**config.mk**
```make
export PLATFORM = sky130hd
export DESIGN_NAME = axis_uart_tx_arbiter_flat
export DESIGN_NICKNAME = d
export VERILOG_FILES = /design/src/rtl/axis_uart_tx_arbiter_if.sv /design/src/rtl/axis_uart_tx_arbiter.sv /design/src/flat_wrapper.sv
export SDC_FILE = /design/constraint.sdc
export NUM_CORES = 1
export LEC_CHECK = 0
export CAP_MARGIN = 20
export CORE_MARGIN = 5
export CORE_UTILIZATION = 39
export CTS_CLUSTER_DIAMETER = 40
export DETAILED_ROUTE_END_ITERATION = 16
export PLACE_DENSITY = 0.79
export SYNTH_ARGS = -nofsm -noshare
export SYNTH_HDL_FRONTEND = slang
export SYNTH_SLANG_ARGS = --single-unit
```
**constraint.sdc**
```tcl
create_clock -name aclk -period 2.34 [get_ports aclk]
set_input_delay 0.468 -clock aclk [delete_from_list [all_inputs] [get_ports aclk]]
set_output_delay 0.468 -clock aclk [all_outputs]
set_load 0.01 [all_outputs]
```
**src/rtl/axis_uart_tx_arbiter_if.sv**
```systemverilog
// AXI-Stream bundle between N requesters and one UART TX stream slave.
// The arbiter connects through the slave modport, and the requester/sink side
// connects through the master modport.
interface axis_uart_tx_arbiter_if #(
  parameter int unsigned N_PORTS    = 4,
  parameter int unsigned DATA_WIDTH = 8
);
  localparam int unsigned ID_W = $clog2(N_PORTS);

  logic [N_PORTS*DATA_WIDTH-1:0] s_tdata;
  logic [N_PORTS-1:0]            s_tvalid;
  logic [N_PORTS-1:0]            s_tlast;
  logic [N_PORTS-1:0]            s_tready;
  logic [DATA_WIDTH-1:0]         m_tdata;
  logic                          m_tvalid;
  logic                          m_tready;
  logic [ID_W-1:0]               m_tid;

  modport master (
    output s_tdata, s_tvalid, s_tlast, m_tready,
    input  s_tready, m_tdata, m_tvalid, m_tid
  );

  modport slave (
    input  s_tdata, s_tvalid, s_tlast, m_tready,
    output s_tready, m_tdata, m_tvalid, m_tid
  );
endinterface

```
**src/rtl/axis_uart_tx_arbiter.sv**
```systemverilog
// Round-robin arbiter that merges N AXI-Stream requesters onto one UART TX
// stream through a one-entry output register slice.
// Optional macro ARB_PACKET_LOCK_EN: hold the grant until the tlast beat so
// messages are never interleaved; when undefined the grant is released after
// every accepted beat and s_tlast is ignored.
module axis_uart_tx_arbiter #(
  parameter int unsigned N_PORTS    = 4,
  parameter int unsigned DATA_WIDTH = 8
) (
  input  logic                   aclk,
  input  logic                   aresetn,
  axis_uart_tx_arbiter_if.slave  bus,
  output logic                   busy
);
  localparam int unsigned ID_W = $clog2(N_PORTS);

  typedef enum logic [0:0] {StIdle, StGrant} state_e;

  state_e                state_q, state_d;
  logic [ID_W-1:0]       grant_q, grant_d;
  logic [ID_W-1:0]       rr_ptr_q, rr_ptr_d;
  logic [ID_W-1:0]       winner, cand;
  logic                  win_found;
  logic [N_PORTS-1:0]    s_tready;
  logic                  src_hs;
  logic                  grant_done;
  logic [DATA_WIDTH-1:0] m_tdata_q, m_tdata_d;
  logic [ID_W-1:0]       m_tid_q, m_tid_d;
  logic                  m_tvalid_q, m_tvalid_d;
  logic [DATA_WIDTH-1:0] s_data_arr [N_PORTS];

  for (genvar g = 0; g < N_PORTS; g++) begin : g_unpack
    assign s_data_arr[g] = bus.s_tdata[g*DATA_WIDTH +: DATA_WIDTH];
  end

`ifndef ARB_PACKET_LOCK_EN
  logic unused_tlast;
  assign unused_tlast = ^bus.s_tlast;
`endif

  // Round-robin search from rr_ptr upward; scanning downward lets the
  // nearest requester overwrite farther ones without an early exit.
  always_comb begin
    winner    = rr_ptr_q;
    win_found = 1'b0;
    cand      = '0;
    for (int i = N_PORTS - 1; i >= 0; i--) begin
      cand = ID_W'((int'(rr_ptr_q) + i) % int'(N_PORTS));
      if (bus.s_tvalid[cand]) begin
        winner    = cand;
        win_found = 1'b1;
      end
    end
  end

  // Grant FSM next state, per-port ready and grant release.
  always_comb begin
    state_d    = state_q;
    grant_d    = grant_q;
    rr_ptr_d   = rr_ptr_q;
    s_tready   = '0;
    src_hs     = 1'b0;
    grant_done = 1'b0;
    unique case (state_q)
      StIdle: begin
        if (win_found) begin
          state_d = StGrant;
          grant_d = winner;
        end
      end
      StGrant: begin
        s_tready[grant_q] = !m_tvalid_q || bus.m_tready;
        src_hs            = bus.s_tvalid[grant_q] && s_tready[grant_q];
`ifdef ARB_PACKET_LOCK_EN
        grant_done        = src_hs && bus.s_tlast[grant_q];
`else
        grant_done        = src_hs;
`endif
        if (grant_done) begin
          state_d  = StIdle;
          rr_ptr_d = (grant_q == ID_W'(N_PORTS - 1)) ? '0 : grant_q + 1'b1;
        end
      end
      default: state_d = StIdle;
    endcase
  end

  // Output slice: a load wins over a drain so back-to-back beats have no bubble.
  always_comb begin
    m_tvalid_d = m_tvalid_q;
    m_tdata_d  = m_tdata_q;
    m_tid_d    = m_tid_q;
    if (src_hs) begin
      m_tvalid_d = 1'b1;
      m_tdata_d  = s_data_arr[grant_q];
      m_tid_d    = grant_q;
    end else if (m_tvalid_q && bus.m_tready) begin
      m_tvalid_d = 1'b0;
    end
  end

  // State and slice registers; reset drops any held beat.
  always_ff @(posedge aclk or negedge aresetn) begin
    if (!aresetn) begin
      state_q    <= StIdle;
      grant_q    <= '0;
      rr_ptr_q   <= '0;
      m_tvalid_q <= 1'b0;
      m_tdata_q  <= '0;
      m_tid_q    <= '0;
    end else begin
      state_q    <= state_d;
      grant_q    <= grant_d;
      rr_ptr_q   <= rr_ptr_d;
      m_tvalid_q <= m_tvalid_d;
      m_tdata_q  <= m_tdata_d;
      m_tid_q    <= m_tid_d;
    end
  end

  assign bus.s_tready = s_tready;
  assign bus.m_tdata  = m_tdata_q;
  assign bus.m_tvalid = m_tvalid_q;
  assign bus.m_tid    = m_tid_q;
  assign busy         = (state_q != StIdle) || m_tvalid_q;
endmodule

```
**src/flat_wrapper.sv**
```systemverilog
// flat-port wrapper written by rule: the top's interface ports become plain ports
module axis_uart_tx_arbiter_flat 
#(
  parameter int unsigned N_PORTS    = 4,
  parameter int unsigned DATA_WIDTH = 8
)
  (aclk, aresetn, busy, bus_s_tdata, bus_s_tvalid, bus_s_tlast, bus_m_tready, bus_s_tready, bus_m_tdata, bus_m_tvalid, bus_m_tid);
  axis_uart_tx_arbiter_if #(.N_PORTS(N_PORTS), .DATA_WIDTH(DATA_WIDTH)) bus_i ();
  input  logic aclk;
  input  logic aresetn;
  output logic busy;
  input wire logic [$bits(bus_i.s_tdata)-1:0] bus_s_tdata;
  input wire logic [$bits(bus_i.s_tvalid)-1:0] bus_s_tvalid;
  input wire logic [$bits(bus_i.s_tlast)-1:0] bus_s_tlast;
  input wire logic [$bits(bus_i.m_tready)-1:0] bus_m_tready;
  output wire logic [$bits(bus_i.s_tready)-1:0] bus_s_tready;
  output wire logic [$bits(bus_i.m_tdata)-1:0] bus_m_tdata;
  output wire logic [$bits(bus_i.m_tvalid)-1:0] bus_m_tvalid;
  output wire logic [$bits(bus_i.m_tid)-1:0] bus_m_tid;
  assign bus_i.s_tdata = bus_s_tdata;
  assign bus_i.s_tvalid = bus_s_tvalid;
  assign bus_i.s_tlast = bus_s_tlast;
  assign bus_i.m_tready = bus_m_tready;
  assign bus_s_tready = bus_i.s_tready;
  assign bus_m_tdata = bus_i.m_tdata;
  assign bus_m_tvalid = bus_i.m_tvalid;
  assign bus_m_tid = bus_i.m_tid;
  axis_uart_tx_arbiter #(.N_PORTS(N_PORTS), .DATA_WIDTH(DATA_WIDTH)) u_core (.aclk(aclk), .aresetn(aresetn), .bus(bus_i), .busy(busy));
endmodule
```
# == Word-level counts from Yosys, hierarchy flattened ==
# Cells that the tools add are included.
# totals
ff_bits,16
in_bits,43
output_inout_bits,16
word_cells,63
# op_classes
add_sub_neg,4
magnitude_cmp,7
n_eq_ne,1
mux,33
n_bitwise,3
reduce_logical,9
# op_table
op,n
8-bit binary-select mux with 2-bit select,1
1-bit two-way mux,16
8-bit two-way mux,2
"2-bit by 3-bit less-than comparator with 1-bit output, second input constant",5
1-bit binary-select mux with 2-bit select,6
2-bit two-way mux,5
"2-bit by 1-bit adder with 2-bit output, second input constant",2
"2-bit adder, second input constant",2
4-bit AND,1
4-bit two-way mux,1
2-bit AND reduction,2
"3-bit >= comparator, second input constant",1
1-bit logical AND,3
2-bit NOT with 3-bit output,1
1-bit demux with 2-bit select,1
"2-bit equality test, second input constant",1
"2-bit by 1-bit >= comparator with 1-bit output, second input constant",1
1-bit logical OR,2
1-bit case mux with 2 select lines,1
2-bit nonzero test,1
1-bit zero test,1
1-bit NOT,1

# == Longest topological paths before layout ==
# Gate-level depths: netlist (run 1).
# depth
word_depth,10
depth_mapped,9
ltp_nobuf,6

# == Worst setup path before layout (run 1) ==
# No wires, ideal clock.
# synth_timing
path_kind,register to register
from,register u_core.grant_q[1]
to,register u_core.m_tdata_q[0] (netlist: u_core.bus.m_tdata[0])
setup_ns,0.125
arrival_ns,1.879
required_ns,2.215
setup_slack_ns,0.335
path_stages_with_launch,9
path_buffers,2
synth_period_minus_slack_ns,2.005
cell_sequence,dfrtp_1 > clkbuf_1 > inv_1 > ha_1 > nand2_1 > o21ai_2 > o211ai_2 > buf_6 > mux2_4
# synth_between
elab_chain_cells,9
word_cells_on_any_way,16
classes_between,order compare: 2; mux: 10; bitwise: 2; reduce/logical: 2
# synth_rtl
item,line_no,rtl
"start, declared",axis_uart_tx_arbiter.sv:20,"logic [ID_W-1:0] grant_q, grant_d;"
"start signal, assigned",axis_uart_tx_arbiter.sv:113,grant_q <= grant_d;
2-bit by 3-bit less-than comparator with 1-bit output (implied by the code) or 2-bit by 1-bit >= comparator with 1-bit output (tied branches),axis_uart_tx_arbiter.sv:72,s_tready[grant_q] = !m_tvalid_q || bus.m_tready;
1-bit logical AND (implied by the code),axis_uart_tx_arbiter.sv:72,
1-bit two-way mux (implied by the code),axis_uart_tx_arbiter.sv:72,
1-bit demux with 2-bit select,n/a,
4-bit AND (no line),n/a,
1-bit binary-select mux with 2-bit select,axis_uart_tx_arbiter.sv:73,src_hs = bus.s_tvalid[grant_q] && s_tready[grant_q];
1-bit two-way mux (implied by the code),axis_uart_tx_arbiter.sv:73,
1-bit logical AND,axis_uart_tx_arbiter.sv:73,
1-bit two-way mux,axis_uart_tx_arbiter.sv:64,unique case (state_q)
"end signal, assigned",axis_uart_tx_arbiter.sv:116,m_tdata_q <= m_tdata_d;
"end, declared",axis_uart_tx_arbiter.sv:27,"logic [DATA_WIDTH-1:0] m_tdata_q, m_tdata_d;"
# Several ways; a longest one is shown, not always the timed one. The select of a mux whose other input is x is not followed.
# A chain may end at the register's enable or synchronous reset.

# == Worst setup path in the final report (run 1) ==
# layout_timing
from,register u_core.grant_q[1]
to,output port bus_s_tready[1]
# layout_between
elab_chain_cells,6
word_cells_on_any_way,7
classes_between,order compare: 2; mux: 3; bitwise: 1; reduce/logical: 1
# layout_rtl
item,line_no,rtl
2-bit by 3-bit less-than comparator with 1-bit output (implied by the code) or 2-bit by 1-bit >= comparator with 1-bit output (tied branches),axis_uart_tx_arbiter.sv:72,
1-bit logical AND (implied by the code),axis_uart_tx_arbiter.sv:72,
1-bit two-way mux (implied by the code),axis_uart_tx_arbiter.sv:72,
1-bit demux with 2-bit select (*),n/a,
4-bit AND (no line) (*),n/a,
4-bit two-way mux (*),axis_uart_tx_arbiter.sv:64,
"end, declared",flat_wrapper.sv:16,output wire logic [$bits(bus_i.s_tready)-1:0] bus_s_tready;
# Mark *: on every way between the ends. The rest lies on a longest branch, timed or not.

==> results of run 1 <==
[metal layers]
| metal | wire length (µm) | up-vias | track usage (%) |
|---|---|---|---|
| met3 | 272 | 4 | 6.30 |
| met1 | 1100 | 487 | 15.9 |
| met4 | 29 | 0 | 3.64 |
| li1 | - | 492 | - |
| met2 | 1520 | 43 | 24.4 |
| met5 | 0 | - | 0 |
[cell usage in the layout, fill, tap and decap left out, drive strengths merged, types with 3 or more instances in the layout]
master,n
and3,4
nor2b,4
dfrtp,16
a21oi,4
nand3,4
ha,4
nand2,9
clkbuf,4
clkdlybuf4s50,54
o21ai,8
mux4,8
buf,10
nor2,3
inv,3
mux2,9
[power by group]
part           internal (µW)  switching [µW]
logic                    822             518
registers                416             114
clock network           94.9            91.9
[cell families after synthesis]
logic type / Yosys count
buffers and inverters: 8
and+or+nand+nor: 29
DFF: 16
AOI/OAI and AO/OA: 21
muxes: 18
adders and majority gates: 4
[timing repair]
item,in CTS,in global routing
gates resized for setup,0,4
buffers inserted,0,1
setup endpoints to repair,0,4
[critical path: stages, from the launching register on]
cell             delay [ps]
dfrtp_2                 470
inv_1                   120
ha_2                    210
and3_1                  150
clkdlybuf4s50_1         530
[sequential cells by signal (all words and copies together) (netlist names)]
signal and flops:
u_core.bus.m_tdata 8, u_core.bus.m_tid 2, u_core.grant_q 2, u_core.rr_ptr_q 2
u_core.bus.m_tvalid 1, u_core.state_q 1
[layout make-up]
type | count | area [µm²]
fillers | 219 | 963
well taps | 31 | 38.8
multi-input cells | 72 | 674
flip-flops and latches | 16 | 402
inverters | 3 | 11.3
repair buffers | 64 | 632
clock buffers | 4 | 36.3
[through the flow]
stage	hold slack [ps]	util (%)	cell area, µm²	total power (µW)
after floorplan	172	-	1130	1350
after global placement	495	62.7	1730	1800
after detailed placement	493	62.7	1730	1830
after CTS	530	64.0	1760	2020
after global routing	544	65.1	1790	2220
final	526	65.1	1790	2060
[final timing paths]
path,start,to,depth (start not counted)
min reg2reg,u_core.bus.m_tdata[4],u_core.bus.m_tdata[4],1
max,u_core.grant_q[1],bus_s_tready[1],4
min in group asynchronous,aresetn,u_core.bus.m_tdata[6],1
max reg2reg,u_core.grant_q[1],u_core.bus.m_tdata[3],7
min,u_core.bus.m_tdata[4],u_core.bus.m_tdata[4],1
max in group asynchronous,aresetn,u_core.grant_q[1],1
==> flow_summary.ini, run 1 <==
[timing]
finalMaxSlewViolations = 0
slew_headroom_pct = 51.4
fin_skew_ps = 13.7
setup_ws_ps = 102
max_freq_mhz = 447
finalCriticalPeriod_ps = 2240
tns_ps = 0
worstMarginPinSlew_ps = 726
post-route-period-util_pct = 95.6
hold_viol = 0
finalSetupViolCount = 0
rsz0062_at_grt = false

[drt]
ant_nets = 0
drt_iter0_markers = 37
vias = 1026
avgViaCountPerCell = 5.40
wl_per_cell_um = 15.4
routed_wl_mm = 2.92
dr.pass1.iters = 4
drc = 0

[synthesis]
synth.area.mux_share_pct = 29.2
yosys.area.top_type = dfrtp_1
synthTopCellsByArea = dfrtp_1 (36%), mux4_2 (12%), mux2_4 (11%)
synth_xor_area_share_pct = 0
synth_cell_types = 33
synth-simple-area-share_pct = 13.2
synth_enable_flop_cells = 0
ys_async_sr_fraction_pct = 100
synth_top_area_share_pct = 35.5
synth_cells = 96
syn_nets = 143
postSynthAreaPerCell_um2 = 11.7
synth-compound-area-share_pct = 12.5
yosys_most_used_dff = dfrtp_1
synth.yosys.warnings = 0
synth_top_family_by_area = multiplexers
synthMostInstantiatedCell = dfrtp_1
ys_ff_latch = 16
netlist_top_cells_count = dfrtp_1 (16), nand2_1 (9), mux2_4 (8)
post_synth_instance_area_um2 = 1130
synth_fa_ha_area_share_pct = 4.44
ys_seq_area_share_pct = 35.5

[placement]
post-dp-hpwl_mm = 2.34
place.gp.congestion = 0.872
portBuffers = 54
pre_cts_slack_ps = 111
dp.cells = 185

[clock_tree]
numClockSinks = 16
insertion_delay_ps = 300
path_clk_slew_ps = 100
ctsLongestPathBuffers = 2
htree_levels = 1
cts_tree = built
cts_made_buffers = 3
ctsHoldBuffers = 0
cts-root-buf = clkbuf_4

[die]
start_util_pct = 40.9
pin_count = 59
die_area_um2 = 4070
fp-row-count = 19
die_w_um = 63.8
core-area_um2 = 2760
die_h_um = 63.8

[layout]
antennaDiodeCount = 0
finalNonFillerCells = 190
drive_gt1_share_pct = 22.0
nNetsFinal = 207
syn_to_final_growth_pct = 59.2

[setup_path]
crit_type = reg2out
crit_fanout = 5
startpoint_type = register
worstPathRequired_ps = 1870
endpoint_kind = output port
r2r_setup_slack_ps = 370
critPathArrivalTime_ps = 1770

[power_and_ir_drop]
max-vdd-ir-drop_mv = 0.808
power_density_nw_per_um2 = 1150
power_leakage_uw = 0.000756

[run_status]
outcome = finished clean

[global_routing]
grt_max_degree = 17
overflow = 0
grt_pass1_vias = 1072
antenna_found_initial = 0
track_usage_pct = 14.1
grt_pass1_wl_mm = 4.61

[run]
cap_violations = 0

[worst_hold_path]
min_path_type = reg2reg
(Power assumes the default switching activity.)
==> run 2: changes to the inputs <==
--- a/config.mk
+++ b/config.mk
@@ -5,9 +5,10 @@
 export SDC_FILE = /design/constraint.sdc
 export NUM_CORES = 1
 export LEC_CHECK = 0
+export ABC_AREA = 1
 export CAP_MARGIN = 20
 export CORE_MARGIN = 5
-export CORE_UTILIZATION = 39
+export CORE_UTILIZATION = 41
 export CTS_CLUSTER_DIAMETER = 40
 export DETAILED_ROUTE_END_ITERATION = 16
 export PLACE_DENSITY = 0.79
==> run 2 against run 1 <==
Compared with the run above:
- flip-flop and latch count unchanged
- fmax decreased by 0.47%
- total power increased by 13%
- clock-buffer cell count unchanged
- die area increased by 7.5%
- critical path depth increased by 2
- non-clock buffer count increased by 2
- cell count increased by 55%
- hold slack got worse by 45 ps
- sequential share of layout area decreased by 1.8 points
- via count increased by 39%
- critical path type is now in2out
- largest cell class unchanged
==> flow_summary.ini, run 2 <==
[run_status]
outcome = finished clean

[global_routing]
antenna_found_initial = 0
grt_pass1_vias = 1435
overflow = 0
grt_pass1_wl_mm = 5.93
track_usage_pct = 17.0
grt_max_degree = 17

[synthesis]
synth_fa_ha_area_share_pct = 3.88
yosys.area.top_type = dfrtp_1
synth_top_family_by_area = simple AND/OR/NAND/NOR gates
synth_xor_area_share_pct = 0
post_synth_instance_area_um2 = 1290
synth_top_area_share_pct = 31.0
synth_cell_types = 23
ys_seq_area_share_pct = 31.0
postSynthAreaPerCell_um2 = 6.80
ys_async_sr_fraction_pct = 100
synthTopCellsByArea = dfrtp_1 (31%), nand2_1 (19%), nand4_1 (6.3%)
synth_cells = 190
synth-compound-area-share_pct = 14.7
yosys_most_used_dff = dfrtp_1
syn_nets = 237
synth_enable_flop_cells = 0
synth.yosys.warnings = 0
ys_ff_latch = 16
synth.area.mux_share_pct = 0
synthMostInstantiatedCell = nand2_1
netlist_top_cells_count = nand2_1 (66), nor2_1 (21), dfrtp_1 (16), o21ai_0 (16), nand4_1 (13)
synth-simple-area-share_pct = 41.2

[layout]
antennaDiodeCount = 0
drive_gt1_share_pct = 14.3
layout_commonest_cell = nand2_1
layout_common_cells = nand2_1 (65), clkdlybuf4s50_1 (53), nor2_1 (21)
syn_to_final_growth_pct = 51.8
largest_reg_flops = 8
nNetsFinal = 299
stdcell_area_um2 = 1960
utilization_pct = 64.8

[drt]
wl_per_cell_um = 11.6
dr.pass1.iters = 4
drt_iter0_markers = 32
vias = 1427
avgViaCountPerCell = 4.84
drc = 0
routed_wl_mm = 3.41
ant_nets = 0

[setup_path]
crit_start = bus_m_tready
crit_type = in2out
crit_end = bus_s_tready[1]
r2r_start = u_core.grant_q[0]
r2r_setup_slack_ps = 660
reg2regPathDepth = 8
slowest_delay_ps = 540
crit_chain = clkdlybuf4s50_1, inv_1, nand2_2, nand2_1, nor2_1, clkdlybuf4s50_1
crit_fanout = 5
critPathSlowestCell = clkdlybuf4s50_1
startpoint_type = input pin
critPathArrivalTime_ps = 1780
reg2reg_to = u_core.bus.m_tdata[4]
worstPathRequired_ps = 1870
endpoint_kind = output port
cpMostUsedCell = clkdlybuf4s50_1

[timing]
finalSetupViolCount = 0
hold_viol = 0
max_freq_mhz = 445
worstMarginPinSlew_ps = 694
fin_skew_ps = 3.33
slew_headroom_pct = 53.6
rsz0062_at_grt = false
finalCriticalPeriod_ps = 2250
tns_ps = 0
post-route-period-util_pct = 96.1
finalMaxSlewViolations = 0

[die]
die_w_um = 66.1
die_h_um = 66.1
fp-row-count = 20
start_util_pct = 42.6
pin_count = 59
core-area_um2 = 3030
die_area_um2 = 4370

[clock_tree]
insertion_delay_ps = 270
ctsLongestPathBuffers = 2
cts-root-buf = clkbuf_4
path_clk_slew_ps = 90
htree_levels = 1
ctsHoldBuffers = 0
cts_made_buffers = 3
cts_tree = built
numClockSinks = 16

[placement]
post-dp-hpwl_mm = 2.83
place_area_um2 = 1920
place.gp.congestion = 0.814
portBuffers = 54

[run]
cap_violations = 0

[power_and_ir_drop]
p_total_uw = 2330
power_leakage_uw = 0.000952
power_density_nw_per_um2 = 1190
max-vdd-ir-drop_mv = 0.573

[worst_hold_path]
min_path_type = reg2reg
==> run 2: cell types whose count changed after synthesis, sizes merged, moves of 3 or more <==
cell / before / now
o22ai: 0 / 8
nand4: 0 / 13
and3: 4 / 0
mux2: 9 / 0
nand3: 4 / 10
buf: 4 / 7
o21ai: 8 / 16
nand2: 9 / 73
a21oi: 4 / 0
nor2: 3 / 22
inv: 3 / 14
mux4: 8 / 0
nor2b: 4 / 0
==> run 2: logic make-up after synthesis <==
kind of cell | after synthesis
AO/OA/AOI/OAI | 27
adder cells (fa/ha/maj) | 4
buffers and inverters | 24
flip-flops | 16
AND/OR/NAND/NOR | 119
==> run 2: worst min-delay path by stage <==
| stage | start | end | slack [ps] | depth (start not counted) |
|---|---|---|---|---|
| 6_report | u_core.bus.m_tdata[2] | u_core.bus.m_tdata[2] | 480 | 2 |
| 2_1_floorplan | aresetn | u_core.bus.m_tdata[0] | 170 | 0 |
| 5_1_grt | u_core.bus.m_tdata[6] | u_core.bus.m_tdata[6] | 510 | 2 |
| 4_1_cts | u_core.bus.m_tdata[2] | u_core.bus.m_tdata[2] | 480 | 2 |
| 3_5_place_dp | u_core.bus.m_tdata[2] | u_core.bus.m_tdata[2] | 460 | 2 |
| 3_3_place_gp | u_core.bus.m_tdata[2] | u_core.bus.m_tdata[2] | 460 | 2 |
==> run 2: per-stage QoR <==
stage	worst slack, ps	std cells	hold slack, ps
3_5_place_dp	25.3	291	458
4_1_cts	21.4	295	481
6_report	91.3	295	481
3_3_place_gp	14.6	291	456
5_1_grt	4.26	295	510
2_1_floorplan	675	190	172
==> run 2: report_power, final <==
group	switching (µW)	total, µW	internal (µW)
registers	134	544	411
clock network	81.5	176	94.4
logic	881	1610	728
==> run 2: final cells by class <==
class	instances	area [µm²]
Tap cell	44	55.1
Fill cell	284	1070
Sequential cell	16	403
Timing Repair Buffer	66	633
Clock buffer	4	36.3
Inverter	15	58.8
Multi-Input combinational cell	150	774
==> run 2: critical path: cells and delay by family <==
| family | cells | cell delay, ps |
|---|---|---|
| buf+inv | 3 | 1040 |
| simple gates | 3 | 270 |
==> run 2: timing repair <==
| item | in CTS | in global routing |
|---|---|---|
| gates resized for setup | 0 | 4 |
| endpoints found under the setup margin | 0 | 4 |
| buffers inserted | 0 | 0 |
==> run 2: metal layers <==
layer | global-route usage [%] | share of wire, % | up-vias | wire [µm]
li1 | - | - | 754 | -
met1 | 19.7 | 42 | 633 | 1420
met2 | 30.9 | 50 | 38 | 1710
met3 | 5.10 | 7.6 | 2 | 259
met4 | 2.79 | 0.56 | 0 | 19
met5 | 0 | 0 | - | 0
